==> src/rtl/lcd_pkg.sv <==
// Shared definitions for the LCD 8080-style write bus: entry kinds, FSM
// encoding, control-word bit positions and the pixel-to-byte formatter.
package lcd_pkg;

  localparam logic [1:0] KIND_CMD = 2'd0;
  localparam logic [1:0] KIND_DAT = 2'd1;
  localparam logic [1:0] KIND_PIX = 2'd2;
  localparam logic [1:0] KIND_CTL = 2'd3;

  localparam logic [1:0] ST_IDLE = 2'd0;
  localparam logic [1:0] ST_WRLO = 2'd1;
  localparam logic [1:0] ST_WRHI = 2'd2;

  localparam int unsigned CTL_CS  = 0;
  localparam int unsigned CTL_RST = 1;
  localparam int unsigned CTL_565 = 2;
  localparam int unsigned CTL_OVF = 3;

  localparam int unsigned PIX_W   = 18;
  localparam int unsigned ENTRY_W = 2 + PIX_W;

  typedef struct packed {
    logic [1:0]       kind;
    logic [PIX_W-1:0] payload;
  } entry_t;

  // Byte idx of an 18-bit pixel, either 6:6:6 (3 bytes) or packed 5:6:5 (2 bytes).
  function automatic logic [7:0] pix_byte(input logic [PIX_W-1:0] p,
                                          input logic [1:0] idx,
                                          input logic m565);
    logic [7:0] b;
    b = 8'h00;
    if (m565) begin
      case (idx)
        2'd0:    b = {p[17:13], p[11:9]};
        default: b = {p[8:6], p[5:1]};
      endcase
    end else begin
      case (idx)
        2'd0:    b = {p[17:12], 2'b00};
        2'd1:    b = {p[11:6], 2'b00};
        default: b = {p[5:0], 2'b00};
      endcase
    end
    return b;
  endfunction

  function automatic logic [7:0] entry_byte(input entry_t e,
                                            input logic [1:0] idx,
                                            input logic m565);
    if (e.kind == KIND_PIX) return pix_byte(e.payload, idx, m565);
    return e.payload[7:0];
  endfunction

endpackage

==> src/rtl/lcd_fifo.sv <==
// Synchronous FIFO of {kind, payload} entries with registered full/empty/level.
module lcd_fifo
  import lcd_pkg::*;
#(
  parameter int unsigned DEPTH_LOG2 = 2
) (
  input  logic                 clk,
  input  logic                 rst_n,
  input  logic                 push,
  input  logic                 pop,
  input  logic [ENTRY_W-1:0]   wdata,
  output logic [ENTRY_W-1:0]   head_c,
  output logic                 full,
  output logic                 empty,
  output logic [DEPTH_LOG2:0]  level
);

  localparam int unsigned DEPTH = 1 << DEPTH_LOG2;
  localparam int unsigned LW    = DEPTH_LOG2 + 1;

  logic [ENTRY_W-1:0]    mem [DEPTH];
  logic [DEPTH_LOG2-1:0] wptr;
  logic [DEPTH_LOG2-1:0] rptr;
  logic [LW-1:0]         level_nx;
  logic                  do_push;
  logic                  do_pop;

  // Both qualifiers use pre-update flags, so a push into a full FIFO is refused even when popping.
  assign do_push = push && !full;
  assign do_pop  = pop && !empty;
  assign head_c  = mem[rptr];

  always_comb begin
    level_nx = level;
    if (do_push && !do_pop)      level_nx = level + LW'(1);
    else if (!do_push && do_pop) level_nx = level - LW'(1);
  end

  always_ff @(posedge clk) begin
    if (!rst_n) begin
      wptr  <= '0;
      rptr  <= '0;
      level <= '0;
      full  <= 1'b0;
      empty <= 1'b1;
    end else begin
      if (do_push) wptr <= wptr + DEPTH_LOG2'(1);
      if (do_pop)  rptr <= rptr + DEPTH_LOG2'(1);
      level <= level_nx;
      full  <= (level_nx == LW'(DEPTH));
      empty <= (level_nx == '0);
    end
  end

  always_ff @(posedge clk) begin
    if (do_push) mem[wptr] <= wdata;
  end

endmodule

==> src/rtl/lcd_bus_writer.sv <==
// Buffers CPU command/data/pixel/control entries and serializes them onto an
// 8080-style LCD write bus. Define LCD_RGB565_EN to enable 5:6:5 pixel packing.
module lcd_bus_writer
  import lcd_pkg::*;
#(
  parameter int unsigned WIDTH      = 18,
  parameter int unsigned DEPTH_LOG2 = 2,
  parameter int unsigned TWL        = 2,
  parameter int unsigned TWH        = 2
) (
  input  logic             clk,
  input  logic             rst_n,
  input  logic [1:0]       sel,
  input  logic             go,
  output logic             busy,
  output logic [WIDTH-1:0] y,
  input  logic [WIDTH-1:0] a,
  output logic             lcd_cs_n,
  output logic             lcd_dc,
  output logic             lcd_wr_n,
  output logic             lcd_rst_n,
  output logic [7:0]       lcd_d
);

  localparam int unsigned TMAX = (TWL > TWH) ? TWL : TWH;
  localparam int unsigned CW   = $clog2(TMAX + 1);

  logic [ENTRY_W-1:0]  head_raw;
  entry_t              head;
  logic                full;
  logic                empty;
  logic [DEPTH_LOG2:0] level;
  logic                push_c;
  logic                pop_c;
  logic                idle_c;

  logic [1:0]    state_q, state_nx;
  logic [CW-1:0] cnt_q, cnt_nx;
  logic [1:0]    idx_q, idx_nx;
  logic [1:0]    nb_q, nb_nx;
  entry_t        ent_q, ent_nx;
  logic          mode_q, mode_nx;
  logic          ovf_q, ovf_nx;
  logic [7:0]    d_nx;
  logic          dc_nx, wr_nx, cs_nx, lrst_nx;

  assign push_c = go && !full;
  assign busy   = full;
  assign head   = entry_t'(head_raw);
  assign idle_c = empty && (state_q == ST_IDLE);
  assign y      = WIDTH'({ovf_q, full, level, idle_c});

  if (WIDTH > PIX_W) begin : g_wide
    logic unused_hi;
    assign unused_hi = ^a[WIDTH-1:PIX_W];
  end

  lcd_fifo #(
    .DEPTH_LOG2(DEPTH_LOG2)
  ) u_fifo (
    .clk    (clk),
    .rst_n  (rst_n),
    .push   (push_c),
    .pop    (pop_c),
    .wdata  ({sel, a[PIX_W-1:0]}),
    .head_c (head_raw),
    .full   (full),
    .empty  (empty),
    .level  (level)
  );

  always_ff @(posedge clk) begin
    if (!rst_n) state_q <= ST_IDLE;
    else        state_q <= state_nx;
  end

  // Next-state and next-output logic; lcd_d/lcd_dc only move together with a wr_n fall.
  always_comb begin
    state_nx = state_q;
    cnt_nx   = cnt_q;
    idx_nx   = idx_q;
    nb_nx    = nb_q;
    ent_nx   = ent_q;
    mode_nx  = mode_q;
    ovf_nx   = ovf_q;
    d_nx     = lcd_d;
    dc_nx    = lcd_dc;
    wr_nx    = lcd_wr_n;
    cs_nx    = lcd_cs_n;
    lrst_nx  = lcd_rst_n;
    pop_c    = 1'b0;

    case (state_q)
      ST_IDLE: begin
        if (!empty) begin
          pop_c = 1'b1;
          if (head.kind == KIND_CTL) begin
            cs_nx   = ~head.payload[CTL_CS];
            lrst_nx = head.payload[CTL_RST];
`ifdef LCD_RGB565_EN
            mode_nx = head.payload[CTL_565];
`endif
            if (head.payload[CTL_OVF]) ovf_nx = 1'b0;
          end else begin
            ent_nx   = head;
            idx_nx   = 2'd0;
            nb_nx    = (head.kind == KIND_PIX) ? (mode_q ? 2'd2 : 2'd3) : 2'd1;
            d_nx     = entry_byte(head, 2'd0, mode_q);
            dc_nx    = (head.kind != KIND_CMD);
            wr_nx    = 1'b0;
            cnt_nx   = '0;
            state_nx = ST_WRLO;
          end
        end
      end
      ST_WRLO: begin
        if (cnt_q == CW'(TWL - 1)) begin
          wr_nx    = 1'b1;
          cnt_nx   = '0;
          state_nx = ST_WRHI;
        end else begin
          cnt_nx = cnt_q + CW'(1);
        end
      end
      ST_WRHI: begin
        if (cnt_q == CW'(TWH - 1)) begin
          cnt_nx = '0;
          if ((idx_q + 2'd1) < nb_q) begin
            idx_nx   = idx_q + 2'd1;
            d_nx     = entry_byte(ent_q, idx_q + 2'd1, mode_q);
            wr_nx    = 1'b0;
            state_nx = ST_WRLO;
          end else begin
            state_nx = ST_IDLE;
          end
        end else begin
          cnt_nx = cnt_q + CW'(1);
        end
      end
      default: begin
        wr_nx    = 1'b1;
        cnt_nx   = '0;
        state_nx = ST_IDLE;
      end
    endcase

    if (go && full) ovf_nx = 1'b1;
  end

  always_ff @(posedge clk) begin
    if (!rst_n) begin
      cnt_q     <= '0;
      idx_q     <= '0;
      nb_q      <= '0;
      ent_q     <= '0;
      mode_q    <= 1'b0;
      ovf_q     <= 1'b0;
      lcd_d     <= 8'h00;
      lcd_dc    <= 1'b1;
      lcd_wr_n  <= 1'b1;
      lcd_cs_n  <= 1'b1;
      lcd_rst_n <= 1'b0;
    end else begin
      cnt_q     <= cnt_nx;
      idx_q     <= idx_nx;
      nb_q      <= nb_nx;
      ent_q     <= ent_nx;
      mode_q    <= mode_nx;
      ovf_q     <= ovf_nx;
      lcd_d     <= d_nx;
      lcd_dc    <= dc_nx;
      lcd_wr_n  <= wr_nx;
      lcd_cs_n  <= cs_nx;
      lcd_rst_n <= lrst_nx;
    end
  end

endmodule

==> config.mk <==
export PLATFORM = sky130hd
export DESIGN_NAME = lcd_bus_writer
export DESIGN_NICKNAME = d
export VERILOG_FILES = /design/src/rtl/lcd_pkg.sv /design/src/rtl/lcd_fifo.sv /design/src/rtl/lcd_bus_writer.sv
export SDC_FILE = /design/constraint.sdc
export NUM_CORES = 1
export LEC_CHECK = 0
export CORE_ASPECT_RATIO = 0.9
export CORE_MARGIN = 4
export CORE_UTILIZATION = 40
export CTS_BUF_LIST = sky130_fd_sc_hd__clkbuf_8
export CTS_CLUSTER_SIZE = 16
export DETAILED_ROUTE_END_ITERATION = 6
export DONT_BUFFER_PORTS = 1
export PLACE_DENSITY = 0.67
export SLEW_MARGIN = 10
export SYNTH_ARGS = -nofsm -noshare
export SYNTH_HDL_FRONTEND = slang
export SYNTH_HIERARCHICAL = 1
export SYNTH_SLANG_ARGS = --single-unit
==> constraint.sdc <==
create_clock -name clk -period 2.16 [get_ports clk]
set_input_delay 0.216 -clock clk [delete_from_list [all_inputs] [get_ports clk]]
set_output_delay 0.216 -clock clk [all_outputs]
set_load 0.005 [all_outputs]
[Word-level counts from Yosys, hierarchy flattened]
Memories as Yosys holds them, arrays and structs flattened. A register that Yosys moved wholly into a read port is not among the register bits.
Cells that the tools add are included.
Widths: inputs -> output; s select.
Cells by class
  add/sub/neg operators: 6
  order comparisons: 1
  eq/ne operators: 14
  muxes and demuxes: 51
  bitwise logic cells: 3
  reduce and logical (&&, ||, !) cells: 27
Operators with widths (number)
  $mux 8: 8
  $pmux 8 s2: 2
  $mux 2: 12
  $mux 1: 23
  $ne 2x2->1 const B: 6
  $reduce_and 5->1: 2
  $reduce_bool 2->1: 5
  $add 2x1->2 const B: 4
  $eq 2x2->1 const B: 4
  $pmux 2 s2: 2
  $reduce_and 4->1: 2
  $logic_and 1x1->1: 7
  $eq 2x1->1 const B: 3
  $mux 3: 2
  $pmux 2 s3: 1
  $reduce_and 3->1: 2
  $logic_not 1->1: 4
  $logic_not 2->1: 2
  $add 3x1->3 const B: 1
  $eq 3x3->1 const B: 1
  $logic_not 3->1: 1
  $not 1->1: 3
  $pmux 1 s3: 1
  $sub 3x1->3 const B: 1
  3 further kinds: 3
Word-level totals
  register bits after elaboration: 50
  memory bits (writable): 80
  output and inout bits: 31
  word-level logic and storage cells: 120
  memories kept: 1
Memories
  u_fifo.mem: words 4, width 20, rd ports 1, clocked after memory_dff 1, wr ports 1, RTL line lcd_fifo.sv:21  | logic [ENTRY_W-1:0] mem [DEPTH];

[Longest topological paths before layout]
Gate-level depths: netlist of run 1.
  word-level depth: 9
  gate-level depth with buffers: 9
  mapped depth without buffers: 8

[Cells and area by module]
The synthesis of run 1 kept the hierarchy.
By module, submodules not included
  lcd_fifo: instances 1, cells an instance 171, area an instance 3524.6 µm²
  lcd_bus_writer: instances 1, cells an instance 264, area an instance 2173.3 µm²

[Worst setup path before layout of run 1]
Ideal clock, no wire load.
  path kind: register to register
  from: reg (tool-made name)
  to: reg lcd_d[3]
  setup time: 0.124 ns
  arrival time: 1.984 ns
  setup slack: 0.052 ns
  cell stages (with the launch flop): 8
  buffers on the path: 2
  clock period less this slack: 2.108 ns
  cell sequence: dfxtp_1 > buf_2 > mux4_2 > nand2b_1 > buf_6 > mux2_1 > o22ai_1 > o22ai_1
RTL lines
  end signal: assignment: RTL line lcd_bus_writer.sv:170  | lcd_d <= d_nx;
  end: declaration: RTL line lcd_bus_writer.sv:22  | output logic [7:0] lcd_d

==> results of run 1 <==
[sequential cells by signal (all words and copies together) (netlist names), named ones only]
register,count
nb_q,2
ovf_q,1
u_fifo/rptr,2
cnt_q,2
lcd_rst_n,1
u_fifo/level,3
idx_q,2
lcd_wr_n,1
lcd_cs_n,1
state_q,2
u_fifo/wptr,2
u_fifo/mem,80
ent_q,20
lcd_dc,1
lcd_d,8
u_fifo/empty,1
u_fifo/full,1
[kinds of logic after synthesis]
family                     count (synthesis)  synth area share, %
DFF                                      132                60.43
buffers and inverters                     52                5.226
xor gates and xnor gates                   6                1.054
AOI/OAI and AO/OA                         81                9.662
other                                      1              0.06581
adders and majority gates                 14                3.074
muxes                                     28                9.442
and+or+nand+nor                          121                11.05
[final cells by class]
cell class | count | area, sq um
clock buffer | 17 | 234.0
clock inverter | 15 | 121.4
fill | 1231 | 7505
inverter | 18 | 67.56
multi-input combinational | 262 | 2032
sequential | 132 | 3445
tap | 193 | 241.5
timing repair buffer | 38 | 359.1
[worst max-delay path, stage by stage (launching register included)]
cell	delay, ps
dfxtp_2	390
mux4_2	520
nand2b_2	300
mux2_1	360
o22ai_1	200
o22ai_2	120
[cell usage after synthesis, drive strengths merged (2+ instances only)]
master / instances
a211oi: 4
a21boi: 3
a21oi: 28
a221oi: 6
a311oi: 3
and2: 11
buf: 28
clkbuf: 6
dfxtp: 52
edfxtp: 80
ha: 14
inv: 18
mux2: 6
mux2i: 2
mux4: 20
nand2: 52
nand2b: 8
nand3: 7
nand3b: 4
nand4: 2
nor2: 17
nor2b: 7
nor3: 5
nor3b: 3
o21ai: 15
o22ai: 13
o31ai: 2
xnor2: 6
[routing by layer]
layer  up-vias  track usage [%]  share of wire [%]
met1      1713            18.90                 44
li1       1648                -                  -
met5         -                0                  0
met4         0            4.306                1.1
met2       121            23.17                 46
met3        13            6.841                8.5
[timing repair]
action | 4_1_cts | 5_1_grt
hold buffers | 22 | 0
setup endpoints to repair | 0 | 10
gates resized for setup | 0 | 8
endpoints found under the hold margin | 108 | 0
[power by group through the flow]
stage                     registers, mW  clock network, mW  logic, mW
final                              3.53               1.85       2.54
after global routing               3.59               2.01       2.82
after global placement             3.56                  0       2.41
after detailed placement           3.59                  0       2.45
after floorplan                    3.48                  0       1.96
after CTS                          3.54               1.90       2.51
[final timing paths]
kind              slack, ps        endpoint  depth (start not counted)
hold / removal          290  u_fifo/wptr[1]                          4
setup / recovery        150        lcd_d[6]                          5
hold reg to reg         450        cnt_q[1]                          2
setup reg to reg        150        lcd_d[6]                          5
[stage by stage]
stage / hold WS (ps) / setup slack, ps
floorplan: 287.1 / 52.31
global placement: 305.2 / 103.5
detailed placement: 303.7 / 19.44
CTS: 260.6 / 3.794
global route: 271.9 / 46.14
finish: 292.7 / 145.4
==> results.json, run 1 <==
{
  "syn_area_sq_um": 5698,
  "netlist_top_cells_area": "edfxtp_1 42%, dfxtp_1 18%, mux4_2 7.9%",
  "synth_area_per_cell_sq_um": 13.10,
  "syn_inst": 435,
  "cts-root-buf": "clkbuf_8",
  "period_needed_ps": 2015,
  "drt-initial-drc-count": 277,
  "num_vias": 3495,
  "swShare_pct": 35.26,
  "grt_pass1_vias": 3457,
  "fin_setup_tns_ps": 0,
  "maxCapViolCount": 0,
  "relSlewSlack_pct": 37.68,
  "layout-drive-gt1-share_pct": 18.88,
  "final_cell_mix": "80 x edfxtp_1, 52 x nand2_1, 51 x dfxtp_1, 28 x a21oi_1, 21 x dlygate4sd3_1",
  "grt_setup_unrepaired": "false",
  "drt-pass1-iter-count": 5,
  "io_buffer_count": 0,
  "worstSetupPathType": "register to register",
  "pwr-share-seq_pct": 44.5,
  "die-area_sq_um": 16220,
  "h-tree-depth": 4,
  "place_area_sq_um": 5883,
  "dp_cells": 621,
  "ir_worst_vdd_v": 0.0008387,
  "wl_per_cell_microns": 16.98,
  "path_clk_slew_ps": 80,
  "final_common_cell": "edfxtp_1",
  "slew_violations": 0,
  "diodes": 0,
  "tritoncts": "built",
  "ys_seq_area_share_pct": 60.43,
  "route.antenna.remaining_nets": 0,
  "area_growth_syn_to_layout_pct": 14.08,
  "worstMarginPinSlew_ps": 934.8,
  "total_power_mw": 7.923,
  "power_frac_comb_pct": 32.1,
  "cts_made_buffers": 17,
  "clkLatencyLatePin_ps": 450,
  "cts_setup_buffers": 0,
  "final_area_sq_um": 6500,
  "min_from": "go",
  "crit_required_ps": 2480,
  "status": "finished, final reports clean",
  "ys_warn_count": 6,
  "cp_max_fo": 8,
  "hold_violations": 0,
  "setup-violations-final": 0,
  "drt_wl_total_mm": 11.46,
  "cp.arrival_ps": 2340,
  "cp-start-kind": "register",
  "synth_edf_count": 80,
  "grt_max_degree": 26,
  "internal_power_mw": 5.130,
  "antenna_found_initial": 0,
  "die_width_microns": 133.8,
  "clockPowerShare_pct": 23.4,
  "synth-seq-cells": 132,
  "fmax_mhz": 496.4,
  "grt_pass1_wl_mm": 18.34,
  "grt_overflow_total": 0,
  "yosysTopAreaCellShare_pct": 42.16,
  "die_y_microns": 121.2,
  "grtUsageTotal_pct": 14.94,
  "fin_util_pct": 46.41,
  "async_flop_share_pct": 0,
  "coreArea_sq_um": 14000,
  "cts_sinks": 132,
  "std_cell_rows": 41,
  "p_per_area_nw_per_um2": 1219,
  "drcViolationCount": 0,
  "hp-class": "input pin to register",
  "layout.nets": 506,
  "initial_core_util_pct": 40.69,
  "cellLeakagePower_nw": 2.185,
  "switching_power_mw": 2.793,
  "cts_buffer_depth": 2,
  "place_congestion": 0.7839,
  "routed_via_density": 5.178,
  "skew_ps": 9.760,
  "synth_area_leader_cell": "edfxtp_1",
  "finalNonFillerCells": 675,
  "synth_top_flop_cell": "edfxtp_1",
  "end_kind": "register",
  "pin_count": 54,
  "finalCritPeriodShare_pct": 93.27,
  "dp_hpwl_mm": 7.589,
  "synth_cell_types": 58
}
Note: power is estimated with default switching activity, not from simulation.
==> inputs of run 2 (changes only) <==
- HOLD_SLACK_MARGIN: not set -> 0.1
- SYNTH_HIERARCHICAL: 1 -> not set
==> results.json, run 2 <==
{
  "synth-seq-cells": 132,
  "internal_power_mw": 5.434,
  "drt-initial-drc-count": 210,
  "netlist_top_cells_area": "edfxtp_1 43%, dfxtp_1 19%, mux4_2 5.3%",
  "fin_hold_ws_ps": 200.3,
  "cts_buffer_depth": 2,
  "place_ws_ps": -29.56,
  "place_area_sq_um": 5695,
  "skew_ps": 9.288,
  "route.antenna.remaining_nets": 0,
  "slowest_delay_ps": 570,
  "status": "finished, final reports clean",
  "drcViolationCount": 0,
  "total_power_mw": 8.137,
  "pin_count": 54,
  "diodes": 0,
  "std_cell_rows": 40,
  "hold_violations": 0,
  "ys_warn_count": 0,
  "top_register": "u_fifo.mem",
  "fmax_mhz": 485.5,
  "grt_pass1_vias": 3339,
  "final_area_sq_um": 6405,
  "syn_inst": 417,
  "layout-drive-gt1-share_pct": 17.37,
  "layout.nets": 495,
  "slew_violations": 0,
  "path_clk_slew_ps": 70,
  "wl_per_cell_microns": 17.22,
  "cts_made_buffers": 17,
  "period_needed_ps": 2060,
  "routed_via_density": 5.164,
  "worstMarginPinSlew_ps": 671.3,
  "maxCapViolCount": 0,
  "clkLatencyLatePin_ps": 430,
  "synth_area_per_cell_sq_um": 13.25,
  "place_congestion": 0.7593,
  "die_y_microns": 119.5,
  "tritoncts": "built",
  "cts_sinks": 132,
  "crit_slowest_cell": "mux4_2",
  "p_per_area_nw_per_um2": 1270,
  "switching_power_mw": 2.703,
  "cp_max_fo": 6,
  "setup_slack_ps": 100.4,
  "drt-pass1-iter-count": 5,
  "clockPowerShare_pct": 23.9,
  "dp_hpwl_mm": 6.998,
  "synth_cell_types": 44,
  "swShare_pct": 33.22,
  "cellLeakagePower_nw": 2.228,
  "worstSetupPathType": "register to register",
  "syn_area_sq_um": 5524,
  "io_buffer_count": 0,
  "synth_top_flop_cell": "edfxtp_1",
  "grt_overflow_total": 0,
  "num_vias": 3305,
  "synth_edf_count": 80,
  "cp-start-kind": "register",
  "synth_area_leader_cell": "edfxtp_1",
  "pwr-share-seq_pct": 42.0,
  "largest_reg_flops": 80,
  "top_regs": "u_fifo.mem x80, ent_q x20, lcd_d x8",
  "end_kind": "register",
  "synthTopCellsByCount": "80 x edfxtp_1, 61 x nand2_1, 52 x dfxtp_1",
  "ys_seq_area_share_pct": 62.33,
  "hp-class": "input pin to register",
  "antenna_found_initial": 0,
  "crit_required_ps": 2450,
  "grt_pass1_wl_mm": 17.63,
  "initial_core_util_pct": 41.18,
  "setup-violations-final": 0,
  "grtUsageTotal_pct": 14.57,
  "final_cell_mix": "80 x edfxtp_1, 60 x nand2_1, 49 x dfxtp_1, 27 x dlygate4sd3_1, 25 x a21oi_1",
  "path_cells": "mux4_2 > and3_4 > nor4_4 > buf_4 > nand2b_1 > a21oi_1",
  "power_frac_comb_pct": 34.1,
  "fin_setup_tns_ps": 0,
  "h-tree-depth": 4,
  "finalCritPeriodShare_pct": 95.35,
  "die_width_microns": 131.9,
  "cts-root-buf": "clkbuf_8",
  "die-area_sq_um": 15760,
  "synth_most_common_cell": "edfxtp_1",
  "area_growth_syn_to_layout_pct": 15.95,
  "ir_worst_vdd_v": 0.0009281,
  "yosysTopAreaCellShare_pct": 43.49,
  "async_flop_share_pct": 0,
  "drt_wl_total_mm": 11.02,
  "grt_max_degree": 38,
  "cp.arrival_ps": 2350,
  "relSlewSlack_pct": 55.18,
  "coreArea_sq_um": 13410,
  "final_common_cell": "edfxtp_1"
}
==> run 2: changes by cell type after synthesis, sizes merged, moves of 4 or more <==
cell,before,now
nand2,52,61
nor2b,7,3
and2,11,7
a22oi,1,8
o211ai,1,10
o22ai,13,6
a221oi,6,0
mux2i,2,7
o21ai,15,11
inv,18,12
==> run 2: timing repair <==
item	in CTS	in global routing
hold endpoints to repair	95	0
gates resized for setup	4	9
pin swaps	3	3
setup endpoints to repair	8	11
buffers inserted	2	1
hold buffers	27	0
cloned	0	0
==> run 2: final timing paths <==
kind	start	to	slack, ps	cells after the start
max reg2reg	register	idx_q[0]	100	6
min	go	u_fifo.wptr[1]	200	3
min reg2reg	ent_q[17]	ent_q[17]	460	2
max	register	idx_q[0]	100	6
==> run 2: cell families (layout without fill, tap and decap cells) <==
group / Yosys count / count (layout) / share of synthesized area, %
buf+inv: 47 / 91 / 4.802
compound gates: 71 / 71 / 8.132
flops: 132 / 132 / 62.33
fa+ha+maj: 13 / 13 / 2.945
simple gates: 114 / 114 / 9.603
xor+xnor: 5 / 5 / 0.7927
mux: 34 / 34 / 11.33
other cells: 1 / 12 / 0.06789
==> run 2: final cells by class <==
type	instances	area, sq um
timing repair buffer	47	432.9
clock inverter	15	141.4
multi-input combinational	249	1892
tap	168	210.2
inverter	12	45.04
fill	1154	7008
sequential	132	3450
clock buffer	17	234.0
==> run 2: stage by stage <==
step                      instances  utilization (%)
after floorplan                 428                -
after global placement          578            42.46
after detailed placement        578            42.46
after CTS                       639            47.43
after global routing            640            47.75
final                           640            47.75
==> run 2: critical path, delay by kind of cell, from the launching register on <==
kind	cells	cell delay [ps]
buffers and inverters	1	200
AND/OR/NAND/NOR	3	710
multiplexers	1	570
flip-flops	1	380
AO/OA/AOI/OAI	1	60
==> run 2: power groups by stage <==
| stage | clock network [mW] | registers, mW | logic (mW) |
|---|---|---|---|
| 2_1_floorplan | 0 | 3.36 | 2.04 |
| 6_report | 1.95 | 3.41 | 2.78 |
| 4_1_cts | 1.99 | 3.41 | 2.72 |
| 3_5_place_dp | 0 | 3.46 | 2.60 |
| 3_3_place_gp | 0 | 3.44 | 2.53 |
| 5_1_grt | 2.11 | 3.47 | 3.08 |
==> run 2: per-layer routing <==
layer | GRT usage (%) | share of wire, % | vias up
met5 | 0 | 0 | -
met4 | 4.987 | 1.5 | 0
met3 | 6.123 | 7.6 | 12
met2 | 23.43 | 48 | 90
met1 | 17.71 | 43 | 1621
li1 | - | - | 1582
